===== src/rtl/bus_split_arbiter.sv =====
// Two-master fixed-priority bus arbiter. It tracks one outstanding split transaction
// and revokes any grant that is not used within TIMEOUT_CYC cycles.
module bus_split_arbiter #(
  parameter int TIMEOUT_CYC = 8,
  parameter int CNT_W       = 4
) (
  input  logic       CLK,
  input  logic       RSTN,
  input  logic [1:0] B_REQ,
  input  logic       B_UTIL,
  input  logic       B_DONE,
  input  logic       B_SPLIT,
  input  logic       B_SPL_RESUME,
  output logic [1:0] B_GRANT,
  output logic       SPLIT_ACTIVE,
  output logic       SPLIT_MID,
  output logic       ARB_TIMEOUT,
  output logic       ARB_ERR
);

  typedef enum logic [1:0] {IDLE, GRANT_WAIT, BUSY} state_t;

  state_t             state_q, state_d;
  logic [1:0]         grant_q, grant_d;
  logic [CNT_W-1:0]   cnt_q, cnt_d;
  logic               split_active_q, split_active_d;
  logic               split_mid_q, split_mid_d;
  logic               resume_pend_q, resume_pend_d;
  logic               timeout_q, timeout_d;
  logic               err_q, err_d;
  logic [1:0]         req_eff;

  always_ff @(posedge CLK or negedge RSTN) begin
    if (!RSTN) begin
      state_q        <= IDLE;
      grant_q        <= 2'b00;
      cnt_q          <= '0;
      split_active_q <= 1'b0;
      split_mid_q    <= 1'b0;
      resume_pend_q  <= 1'b0;
      timeout_q      <= 1'b0;
      err_q          <= 1'b0;
    end else begin
      state_q        <= state_d;
      grant_q        <= grant_d;
      cnt_q          <= cnt_d;
      split_active_q <= split_active_d;
      split_mid_q    <= split_mid_d;
      resume_pend_q  <= resume_pend_d;
      timeout_q      <= timeout_d;
      err_q          <= err_d;
    end
  end

  always_comb begin
    state_d        = state_q;
    grant_d        = grant_q;
    cnt_d          = cnt_q;
    split_active_d = split_active_q;
    split_mid_d    = split_mid_q;
    resume_pend_d  = resume_pend_q;
    timeout_d      = 1'b0;
    err_d          = 1'b0;

    // Resume is sampled against the registered split flag, so a resume that
    // coincides with the split it would belong to is dropped.
    if (B_SPL_RESUME && split_active_q) resume_pend_d = 1'b1;

    req_eff = B_REQ;
    if (split_active_q && !resume_pend_q) req_eff[split_mid_q] = 1'b0;

    case (state_q)
      IDLE: begin
        cnt_d = '0;
        if (resume_pend_q) begin
          grant_d        = split_mid_q ? 2'b10 : 2'b01;
          split_active_d = 1'b0;
          resume_pend_d  = 1'b0;
          state_d        = GRANT_WAIT;
        end else if (req_eff[0]) begin
          grant_d = 2'b01;
          state_d = GRANT_WAIT;
        end else if (req_eff[1]) begin
          grant_d = 2'b10;
          state_d = GRANT_WAIT;
        end
      end
      GRANT_WAIT: begin
        if (B_UTIL) begin
          cnt_d   = '0;
          state_d = BUSY;
        end else if (cnt_q == CNT_W'(TIMEOUT_CYC - 1)) begin
          grant_d   = 2'b00;
          timeout_d = 1'b1;
          cnt_d     = '0;
          state_d   = IDLE;
        end else begin
          cnt_d = cnt_q + 1'b1;
        end
      end
      BUSY: begin
        // A split takes precedence over a done sampled in the same cycle.
        if (B_SPLIT) begin
          if (!split_active_q) begin
            split_active_d = 1'b1;
            split_mid_d    = grant_q[1];
          end else begin
            err_d = 1'b1;
          end
          grant_d = 2'b00;
          state_d = IDLE;
        end else if (B_DONE) begin
          grant_d = 2'b00;
          state_d = IDLE;
        end
      end
      default: begin
        grant_d = 2'b00;
        state_d = IDLE;
      end
    endcase
  end

  assign B_GRANT      = grant_q;
  assign SPLIT_ACTIVE = split_active_q;
  assign SPLIT_MID    = split_mid_q;
  assign ARB_TIMEOUT  = timeout_q;
  assign ARB_ERR      = err_q;

endmodule


===== config.mk =====
export PLATFORM = sky130hd
export DESIGN_NAME = bus_split_arbiter
export DESIGN_NICKNAME = d
export VERILOG_FILES = /design/src/rtl/bus_split_arbiter.sv
export SDC_FILE = /design/constraint.sdc
export NUM_CORES = 1
export LEC_CHECK = 0
export BUFFER_PORTS_ARGS = -buffer_cell sky130_fd_sc_hd__buf_2
export CAP_MARGIN = 40
export CORE_MARGIN = 5
export CORE_UTILIZATION = 45
export CTS_BUF_LIST = sky130_fd_sc_hd__clkbuf_4
export CTS_CLUSTER_SIZE = 8
export DETAILED_ROUTE_END_ITERATION = 6
export GPL_TIMING_DRIVEN = 0
export HOLD_SLACK_MARGIN = 0.08
export PLACE_DENSITY = 0.68
export SKIP_CTS_REPAIR_TIMING = 1
export SLEW_MARGIN = 15
export SYNTH_ARGS = -nofsm -noshare
export SYNTH_HDL_FRONTEND = slang
export SYNTH_SLANG_ARGS = --single-unit

===== constraint.sdc =====
create_clock -name CLK -period 2.53 [get_ports CLK]
set_clock_uncertainty 0.2 [all_clocks]
set_input_delay 0 -clock CLK [delete_from_list [all_inputs] [get_ports CLK]]
set_output_delay 0 -clock CLK [all_outputs]
set_load 0.005 [all_outputs]

# == Yosys cells after proc, flatten, opt, wreduce, memory -nomap -nowiden ==
# Index checks and enable logic that the tools add are counted.
# classes
n_addsub,1
mul,0
div,0
order_cmp,2
eq_ne,10
shift,0
muxes,32
bitwise_logic,3
n_reduce_logical,11
# op_table
cell,count
2-bit two-way mux,13
1-bit two-way mux,12
2-bit case mux with 3 select lines,2
3-bit AND reduction,3
4-bit two-way mux,2
2-bit inequality test (second input constant),4
4-bit case mux with 2 select lines,1
3-bit inequality test (second input constant),2
4-bit by 1-bit adder with 4-bit output (second input constant),1
4-bit by 3-bit equality test with 1-bit output (second input constant),1
4-bit inequality test (second input constant),1
4-bit AND reduction,1
2-bit nonzero test,2
1-bit logical AND,3
2-bit bitwise AND,1
2-bit by 1-bit equality test with 1-bit output (second input constant),1
2-bit equality test (second input constant),1
2-bit logical NOT,1
1-bit by 2-bit < comparator with 1-bit output (second input constant),1
2-bit inverter,1
1-bit case mux with 2 select lines,1
1-bit demux with 1-bit select,1
1-bit >= comparator (second input constant),1
1-bit logical NOT,1
1-bit inverter,1
# word_totals
reg_bits,13
latchBits,0
ramBits,0
romBits,0
out_inout_bits,6
memories,0

# == Logic depth before layout (Yosys ltp) ==
# Gate-level depths: netlist of run 1.
# logic_depth
depth_word,11
mapped_depth,4

# == Least setup slack after synthesis of run 1 ==
# OpenSTA, ideal clock, no wires.
# synth_path
path_kind,reg-to-reg
start,"register split_mid_q, in the netlist SPLIT_MID"
end,"register grant_q[1], in the netlist B_GRANT[1]"
arrival_ns,1.368
t_required_ns,2.205
setup_slack_ns,0.837
path_stages_with_launch,5
n_path_buf,0
period_less_slack_ns,1.693
path_cell_list,dfrtp_1 nand2b_1 a2111oi_4 a211oi_2 mux2_4
# synth_via
elab_chain_len,10
word_cells_on_any_way,14
# synth_lines
item,line,text
start: declaration,27,"logic split_mid_q, split_mid_d;"
start signal: assignment,48,split_mid_q <= split_mid_d;
1-bit by 2-bit < comparator with 1-bit output (not written as such) or 1-bit >= comparator (tied branches),70,if (split_active_q && !resume_pend_q) req_eff[split_mid_q] = 1'b0;
1-bit logical AND (not written as such),70,
1-bit two-way mux (not written as such),70,
1-bit demux with 1-bit select,70,
2-bit inverter (no source line),--,
2-bit bitwise AND (no source line),--,
2-bit two-way mux,70,
2-bit two-way mux,80,end else if (req_eff[0]) begin
2-bit two-way mux,75,if (resume_pend_q) begin
2-bit case mux with 3 select lines,72,case (state_q)
end signal: assignment,45,grant_q <= grant_d;
end: declaration,24,"logic [1:0] grant_q, grant_d;"
# Several ways; a longest one is shown, not always the timed one.
# A chain may end at the register's enable or synchronous reset.

# == Worst setup path after layout of run 1 ==
# layout_path
start,register state_q[0]
end,"register grant_q[1], in the netlist B_GRANT[1]"
# layout_via
elab_chain_len,3
word_cells_on_any_way,9
# layout_lines
item,line,text
start: declaration,23,"state_t state_q, state_d;"
start signal: assignment,44,state_q <= state_d;
"2-bit equality test, or another cell as far along",72,
"3-bit inequality test (no source line), or another cell as far along",--,
4-bit AND reduction (no source line),--,
# Several ways; a longest one is shown, not always the timed one.

==> results.yml, run 1 <==
worst_setup_path:
  worstReg2RegStart: "state_q[0]"
  cp-startpoint: "state_q[0]"
  reg2reg_to: "B_GRANT[1]"
  reg2regPathDepth: 4
  crit_chain: "or2_4 -> a2111oi_4 -> a211oi_2 -> mux2_4"
  worstPathMaxFanout: 8
  cp_top_family: "flip-flops"
  critPathMaxStageDelay_ns: 0.45
  worst-r2r-setup-slack_ns: 0.72
  endpoint_kind: "register"
  crit_required_ns: 2.50
  arrival_ns: 1.79
  cp_slowest_cell: "dfrtp_1"
  startpoint_type: "register"
  cp_num_buf_inv: 0
  crit_type: "reg2reg"
  cp.depth: 4
logic_synthesis:
  synthFlopType: "dfrtp_1"
  syn_inst: 60
  synthArstFlopShare_pct: 100
  seq_area_frac_synth_pct: 50.9
  syn_nets: 69
  yosysWarnings: 0
  syn_area_um2: 639
  synth_top_cell_area_share_pct: 50.9
  netlist_top_cells_area: "dfrtp_1 51%, o21ai_0 6.3%, nand2_1 5.3%"
  synth-seq-cells: 13
  synth.distinct_cells: 27
  yosysTopAreaCell: "dfrtp_1"
  synth-edff-count: 0
  synth.avg_cell_area_um2: 10.7
finish:
  nets: 94
  area_growth_pct: 28.8
  layout.cells.non_filler: 99
  antenna_cells: 0
  layout-drive-gt1-share_pct: 27.4
  n_fill_cell: 98
clock_tree:
  root_buffer: "clkbuf_4"
  clkLatencyLatePin_ns: 0.28
  path_clk_slew_ns: 0.08
  cts-buffers-inserted: 3
  cts_buffer_depth: 2
  clock_sinks: 13
  cts_tree: "done"
  cts_max_level: 1
timing:
  fin_crit_sh_pct: 71.7
  final-max-slew-violation-count: 0
  tightest_slew_ns: 0.561
  tns_ns: 0
  fmax_mhz: 551
  finalSetupViolCount: 0
  slew_headroom_pct: 62.5
  hold_viol: 0
  grt_setup_unrepaired: "false"
  fin_crit_ns: 1.81
place:
  dp.cells: 88
  finalWeightedCongestion: 0.708
  dpl.hpwl_um: 905
  port_buffers: 13
routing:
  drt_iter0_drc: 10
  highest_layer: "met4"
  totalWireLength_mm: 1.29
  avgRoutedWirePerCell_um: 13.0
  met2WireLength_um: 630
  drt-met1-wl_um: 571
  drt_first_pass_iters: 3
  drc: 0
  route.met3.wl_um: 77
  antenna_left: 0
  num_vias: 520
  vias_per_cell: 5.25
worst_hold_path:
  min_to: "state_q[0]"
  hold_path_depth: 4
  hold_path.class: "in2reg"
  hp-start: "B_REQ[1]"
global_route:
  grt_first_pass_wirelength_mm: 1.93
  track_usage_pct: 12.5
  grt_pass1_vias: 438
  antenna_found_initial: 0
  grt-ovfl-total: 0
  grt_max_degree: 14
power_and_ir_drop:
  ir_drop_v: 0.000629
  p_per_area_nw_per_um2: 959
  power_leakage_uw: 0.000385
floorplan:
  ios: 14
  initial_core_util_pct: 48.5
  dieWidth_um: 47.7
  rows: 13
  coreArea_um2: 1320
  die_h_um: 47.7
  die_area_um2: 2270
run:
  max_cap_viol_count: 0
outcome:
  outcome: "completed"
sequential cells by signal, indices dropped and copies added, names as in the netlist:
name	cells
cnt_q	4
B_GRANT	2
state_q	2
ARB_ERR	1
ARB_TIMEOUT	1
SPLIT_ACTIVE	1
SPLIT_MID	1
resume_pend_q	1
cell type report:
class | instances | area (um^2) | share of cell area (%)
buffer | 1 | 3.75 | 0.456
timing repair buffer | 20 | 135 | 16.4
tap | 15 | 18.8 | 2.28
multi-input combinational | 44 | 303 | 36.8
inverter | 2 | 7.51 | 0.912
clock buffer | 4 | 30.0 | 3.65
sequential | 13 | 325 | 39.5
report_power, final:
group          total, uW  switching (uW)  leakage, uW  internal (uW)
Combinational        307             153     0.000196            154
Clock                139            66.7    0.0000184           72.0
Sequential           344            73.1     0.000171            271
worst max-delay path by stage:
| stage | end | slack, ns |
|---|---|---|
| detailed placement | B_GRANT[1] | 0.72 |
| floorplan | B_GRANT[1] | 0.84 |
| global placement | B_GRANT[1] | 0.74 |
| CTS | B_GRANT[1] | 0.71 |
| finish | B_GRANT[1] | 0.72 |
| global route | state_q[1] | 0.62 |
logic make-up after synthesis:
family,synth area share [%]
adder cells (fa/ha/maj),1.96
multiplexers,4.11
AND/OR/NAND/NOR,21.9
buffers and inverters,1.76
AO/OA/AOI/OAI,19.4
flip-flops,50.9
layout by cell type (no fill, tap or decap), types with 2 or more instances in the layout:
cell,synthesis,routed
dfrtp_1,13,13
buf_2,0,13
nand2_1,9,9
o21ai_0,8,8
dlygate4sd3_1,0,7
clkbuf_4,0,4
nor3b_1,3,3
nor2_1,2,2
inv_1,2,2
nand3b_1,2,2
nand3_1,2,2
metrics by stage:
| step | power [uW] | setup WS (ns) | utilization, % | hold slack [ns] | area, um^2 |
|---|---|---|---|---|---|
| 2_1_floorplan | 547 | 0.837 | - | -0.496 | 639 |
| 3_3_place_gp | 627 | 0.739 | 54.9 | -0.296 | 723 |
| 6_report | 790 | 0.715 | 62.5 | 0.0992 | 823 |
| 3_5_place_dp | 636 | 0.723 | 54.9 | -0.302 | 723 |
| 5_1_grt | 853 | 0.622 | 62.5 | 0.118 | 823 |
| 4_1_cts | 778 | 0.712 | 57.2 | -0.611 | 753 |
cells in the mapped netlist (all sizes together) (2+ instances only):
cell,number
dfrtp,13
inv,2
mux2,2
nand2,9
nand3,2
nand3b,2
nor2,2
nor3b,3
o21ai,8
worst register-to-register path, delay by kind of cell, from the launching register on:
| family | cells | cell delay (ns) |
|---|---|---|
| flops | 1 | 0.45 |
| simple gates | 1 | 0.31 |
| compound gates | 2 | 0.44 |
| mux | 1 | 0.31 |
per-layer routing:
metal | GRT usage, % | vias to the layer above
li1 | - | 267
met1 | 15.7 | 239
met4 | 4.84 | 0
met3 | 6.02 | 2
met2 | 18.5 | 12
met5 | 0 | -
Note: power is estimated with default switching activity, not from simulation.
==> inputs of run 2 (changes only) <==
--- a/config.mk
+++ b/config.mk
@@ -5,6 +5,7 @@
 export SDC_FILE = /design/constraint.sdc
 export NUM_CORES = 1
 export LEC_CHECK = 0
+export ABC_AREA = 1
 export BUFFER_PORTS_ARGS = -buffer_cell sky130_fd_sc_hd__buf_2
 export CAP_MARGIN = 40
 export CORE_MARGIN = 5
@@ -14,7 +15,7 @@
 export DETAILED_ROUTE_END_ITERATION = 6
 export GPL_TIMING_DRIVEN = 0
 export HOLD_SLACK_MARGIN = 0.08
-export PLACE_DENSITY = 0.68
+export PLACE_DENSITY = 0.7
 export SKIP_CTS_REPAIR_TIMING = 1
 export SLEW_MARGIN = 15
 export SYNTH_ARGS = -nofsm -noshare
==> constraint.sdc (replaced) <==
create_clock -name CLK -period 1.5 [get_ports CLK]
set_clock_uncertainty 0.2 [all_clocks]
set_input_delay 0 -clock CLK [delete_from_list [all_inputs] [get_ports CLK]]
set_output_delay 0 -clock CLK [all_outputs]
set_load 0.005 [all_outputs]
==> run 2 against run 1 <==
  * Register-to-register slack lost 0.62 ns
  * Worst hold slack gained 0.19 ns
  * Critical path depth grew 2
  * Via count grew 21%
  * Largest power group unchanged
  * Highest routed layer unchanged
==> results.yml, run 2 <==
logic_synthesis:
  synth_most_common_cell: "nand2_1"
  synthFlopType: "dfrtp_1"
  netlist_top_cells_area: "dfrtp_1 49%, nand2_1 8.5%, inv_1 8.0%"
  seq_area_frac_synth_pct: 49.3
  synth-edff-count: 0
  synthArstFlopShare_pct: 100
  synth-seq-cells: 13
  synth.cells.most_frequent: "15 x nand2_1, 14 x inv_1, 13 x dfrtp_1"
  yosysWarnings: 0
  synth.distinct_cells: 19
  syn_nets: 89
  synth_top_cell_area_share_pct: 49.3
  yosysTopAreaCell: "dfrtp_1"
  synth.avg_cell_area_um2: 8.24
  syn_area_um2: 659
  syn_inst: 80
timing:
  finalSetupViolCount: 0
  grt_setup_unrepaired: "false"
  slew_headroom_pct: 80.3
  tightest_slew_ns: 0.295
  final-max-slew-violation-count: 0
  fmax_mhz: 711
  fin_crit_sh_pct: 93.7
  fin_crit_ns: 1.41
  hold_viol: 0
  tns_ns: 0
  fin_ws_ns: 0.0942
run:
  max_cap_viol_count: 0
routing:
  drc: 0
  antenna_left: 0
  vias_per_cell: 5.21
  avgRoutedWirePerCell_um: 12.5
  totalWireLength_mm: 1.51
  drt_first_pass_iters: 5
  drt_iter0_drc: 19
  num_vias: 631
finish:
  fin_util_pct: 65.5
  largest_reg_flops: 4
  layout-drive-gt1-share_pct: 27.4
  regMostFlops: "cnt_q"
  nets: 116
  antenna_cells: 0
  layout_common_cells: "15 x nand2_1, 14 x inv_1, 13 x buf_2, 12 x dfrtp_1"
  area_growth_pct: 34.2
  n_fill_cell: 107
  final_common_cell: "nand2_1"
clock_tree:
  clkLatencyLatePin_ns: 0.29
  cts_tree: "done"
  cts_max_level: 1
  root_buffer: "clkbuf_4"
  path_clk_slew_ns: 0.08
  clock_sinks: 13
  cts_buffer_depth: 2
  cts-buffers-inserted: 3
global_route:
  grt-ovfl-total: 0
  antenna_found_initial: 0
  grt_max_degree: 14
  track_usage_pct: 13.7
  grt_pass1_vias: 514
  grt_first_pass_wirelength_mm: 2.15
floorplan:
  die_area_um2: 2330
  ios: 14
  initial_core_util_pct: 48.8
  coreArea_um2: 1350
  rows: 13
  die_h_um: 48.3
  dieWidth_um: 48.3
worst_setup_path:
  crit_chain: "ha_4 -> nand3_4 -> o21ai_2 -> nand3_2 -> nand2_1 -> nand2_1"
  arrival_ns: 1.39
  critPathMaxStageDelay_ns: 0.42
  cp_top_family: "flip-flops"
  cp_num_buf_inv: 0
  crit_required_ns: 1.48
  startpoint_type: "register"
  cp_slowest_cell: "dfrtp_1"
  cpMostUsedCell: "nand2_1"
  worstPathMaxFanout: 4
  crit_type: "reg2reg"
  endpoint_kind: "register"
place:
  finalWeightedCongestion: 0.808
  dpl.hpwl_mm: 1.02
  port_buffers: 13
  pre_cts_slack_ns: 0.0599
power_and_ir_drop:
  ir_drop_v: 0.000964
  power_leakage_uw: 0.000450
  p_per_area_nw_per_um2: 1570
outcome:
  outcome: "completed"
worst_hold_path:
  hold_path.class: "reg2reg"
-- run 2: logic make-up (layout without fill, tap and decap cells) --
group	after synthesis	count (layout)	share of synthesized area [%]
AOI/OAI and AO/OA	13	13	11.8
xor gates and xnor gates	1	1	1.33
adders and majority gates	1	1	1.90
buffers and inverters	15	41	8.54
DFF	13	13	49.3
and+or+nand+nor	37	37	27.1
-- run 2: tightest hold or removal path, stage by stage (launching register included) --
cell     delay [ns]
dfrtp_1        0.35
nand2_1        0.05
nand2_1        0.05
-- run 2: layer usage --
metal / track usage, % / up-vias / part of all wire, %
li1: - / 308 / -
met1: 18.1 / 286 / 46
met2: 20.1 / 32 / 44
met3: 3.69 / 5 / 7.4
met4: 8.06 / 0 / 2.4
met5: 0 / - / 0
-- run 2: final cells by class --
type | count | area [um^2] | area share (%)
Clock buffer | 4 | 30.0 | 3.39
Inverter | 15 | 56.3 | 6.36
Multi-Input combinational cell | 52 | 300 | 33.9
Sequential cell | 13 | 327 | 36.9
Tap cell | 15 | 18.8 | 2.12
Timing Repair Buffer | 22 | 153 | 17.3
-- run 2: final timing paths --
check / start / endpoint / slack, ns / cells past startpoint
min reg2reg: B_GRANT[0] / B_GRANT[0] / 0.29 / 2
max reg2reg: cnt_q[1] / B_GRANT[1] / 0.09 / 6
min in group asynchronous: RSTN / ARB_ERR / 0.46 / 3
max: cnt_q[1] / B_GRANT[1] / 0.09 / 6
min: B_GRANT[0] / B_GRANT[0] / 0.29 / 2
max in group asynchronous: RSTN / state_q[1] / 0.40 / 3
-- run 2: through the flow --
stage | total power [uW] | area, um^2 | cells | hold WS (ns)
4_1_cts | 1300 | 773 | 112 | -0.599
6_report | 1390 | 885 | 121 | 0.285
3_5_place_dp | 1060 | 743 | 108 | -0.296
2_1_floorplan | 902 | 659 | 80 | -0.496
5_1_grt | 1470 | 885 | 121 | 0.322
3_3_place_gp | 1040 | 743 | 108 | -0.295
-- run 2: power breakdown --
group / total, uW / switching, uW / internal [uW]
combinational: 559 / 332 / 227
sequential: 581 / 121 / 459
clock: 247 / 125 / 122
==> inputs of run 3 (changes only) <==
--- a/config.mk
+++ b/config.mk
@@ -16,6 +16,7 @@
 export GPL_TIMING_DRIVEN = 0
 export HOLD_SLACK_MARGIN = 0.08
 export PLACE_DENSITY = 0.7
+export SETUP_SLACK_MARGIN = 0.3
 export SKIP_CTS_REPAIR_TIMING = 1
 export SLEW_MARGIN = 15
 export SYNTH_ARGS = -nofsm -noshare
==> run 3 against run 2 <==
  * Utilization rose by 6.1 points
  * First-iteration DRC count decreased by 37%
  * Combinational power grew 25%
  * Die area unchanged
  * Critical path depth fell by 2
  * Sequential power increased by 0.9%
  * Worst hold slack better by 0.0014 ns
  * Non-clock buffer count up 5
  * Clock-buffer cell count is the same
  * Largest power group is now combinational cells
==> results.yml, run 3 (synthesis results as in run 2) <==
outcome:
  outcome: "completed"
place:
  port_buffers: 13
  place_area_um2: 748
  dpl.hpwl_mm: 1.01
  finalWeightedCongestion: 0.798
clock_tree:
  clock_sinks: 13
  clkLatencyLatePin_ns: 0.28
  cts_max_level: 1
  cts_buffer_depth: 2
  cts-buffers-inserted: 3
  cts_tree: "done"
  path_clk_slew_ns: 0.09
  root_buffer: "clkbuf_4"
global_route:
  grt_max_degree: 14
  grt_pass1_vias: 510
  grt_first_pass_wirelength_mm: 2.22
  met3_usage_pct: 3.69
  antenna_found_initial: 0
  grt-ovfl-total: 0
  met1_usage_pct: 19.4
  busiest_layer: "met2"
  track_usage_pct: 14.3
  gr-usage-met2_pct: 20.6
timing:
  grt_setup_unrepaired: "true"
  hold_viol: 0
  fmax_mhz: 741
  final-max-slew-violation-count: 0
  tns_ns: 0
  finalSetupViolCount: 0
  slew_headroom_pct: 80.2
  whs_ns: 0.287
  fin_crit_sh_pct: 90.0
  tightest_slew_ns: 0.298
  fin_crit_ns: 1.35
finish:
  final_area_um2: 967
  layout-drive-gt1-share_pct: 38.7
  largest_reg_flops: 4
  area_growth_pct: 46.7
  n_fill_cell: 112
  fin_util_pct: 71.6
  regMostFlops: "cnt_q"
  multiInputGateArea_um2: 345
  layout_common_cells: "13 x nand2_1, 13 x buf_2, 12 x dfrtp_1, 11 x inv_1, 8 x dlygate4sd3_1"
  antenna_cells: 0
  seqCellArea_um2: 327
  nets: 121
worst_setup_path:
  endpoint_kind: "register"
  cp_slowest_cell: "dfrtp_2"
  reg2regPathDepth: 4
  worstPathMaxFanout: 6
  crit_chain: "nor2_2 -> inv_1 -> o21ai_0 -> nand2_1"
  startpoint_type: "register"
  crit_type: "reg2reg"
  crit_required_ns: 1.47
  critPathMaxStageDelay_ns: 0.47
  arrival_ns: 1.32
floorplan:
  ios: 14
  dieWidth_um: 48.3
  initial_core_util_pct: 48.8
  die_area_um2: 2330
  die_h_um: 48.3
  rows: 13
  coreArea_um2: 1350
routing:
  avgRoutedWirePerCell_um: 12.4
  num_vias: 623
  antenna_left: 0
  drc: 0
  drt_first_pass_iters: 4
  totalWireLength_mm: 1.56
  vias_per_cell: 4.94
  drt_iter0_drc: 12
power_and_ir_drop:
  p_per_area_nw_per_um2: 1580
  p_total_uw: 1530
  power_leakage_uw: 0.000481
  ir_drop_v: 0.000943
worst_hold_path:
  hold_path_depth: 2
  hold_path.class: "reg2reg"
run:
  max_cap_viol_count: 0
==> run 3: cell count changes in the layout (fill, tap and decap cells not counted), sizes merged <==
| cell | before | now |
|---|---|---|
| buf | 14 | 19 |
==> run 3: worst paths after layout <==
kind                                endpoint       start  slack, ns
worst max-delay path            SPLIT_ACTIVE  state_q[1]       0.15
worst min-delay path              B_GRANT[0]  B_GRANT[0]       0.29
worst max register to register  SPLIT_ACTIVE  state_q[1]       0.15
worst min register to register    B_GRANT[0]  B_GRANT[0]       0.29
max in group asynchronous         state_q[1]        RSTN       0.38
min in group asynchronous          SPLIT_MID        RSTN       0.47
==> run 3: where the power goes <==
group | internal (uW) | total (uW) | switching [uW]
Combinational | 315 | 698 | 383
Sequential | 459 | 586 | 127
Clock | 121 | 242 | 121
==> run 3: cell type report <==
type                    instances  share of cell area, %
well taps                      15                   1.94
flip-flops and latches         13                   33.8
multi-input cells              52                   35.7
repair buffers                 27                   19.7
inverters                      15                   5.82
clock buffers                   4                   3.10
==> run 3: metrics by stage <==
step / setup slack [ns] / cells
after global placement: 0.104 / 108
after global routing: 0.0662 / 126
after CTS: 0.0808 / 112
after floorplan: 0.194 / 80
after detailed placement: 0.0914 / 108
final: 0.150 / 126
==> run 3: critical path: cells and delay by family, from the launching register on <==
family          cells  cell delay, ns
compound gates      1            0.19
simple gates        2            0.28
flops               1            0.47
buf+inv             1            0.11
==> run 3: layer usage <==
layer	wire length, um	up-vias	part of all wire [%]
li1	-	320	-
met1	772	289	50
met2	701	12	45
met3	70	2	4.5
met4	13	0	0.83
met5	0	-	0
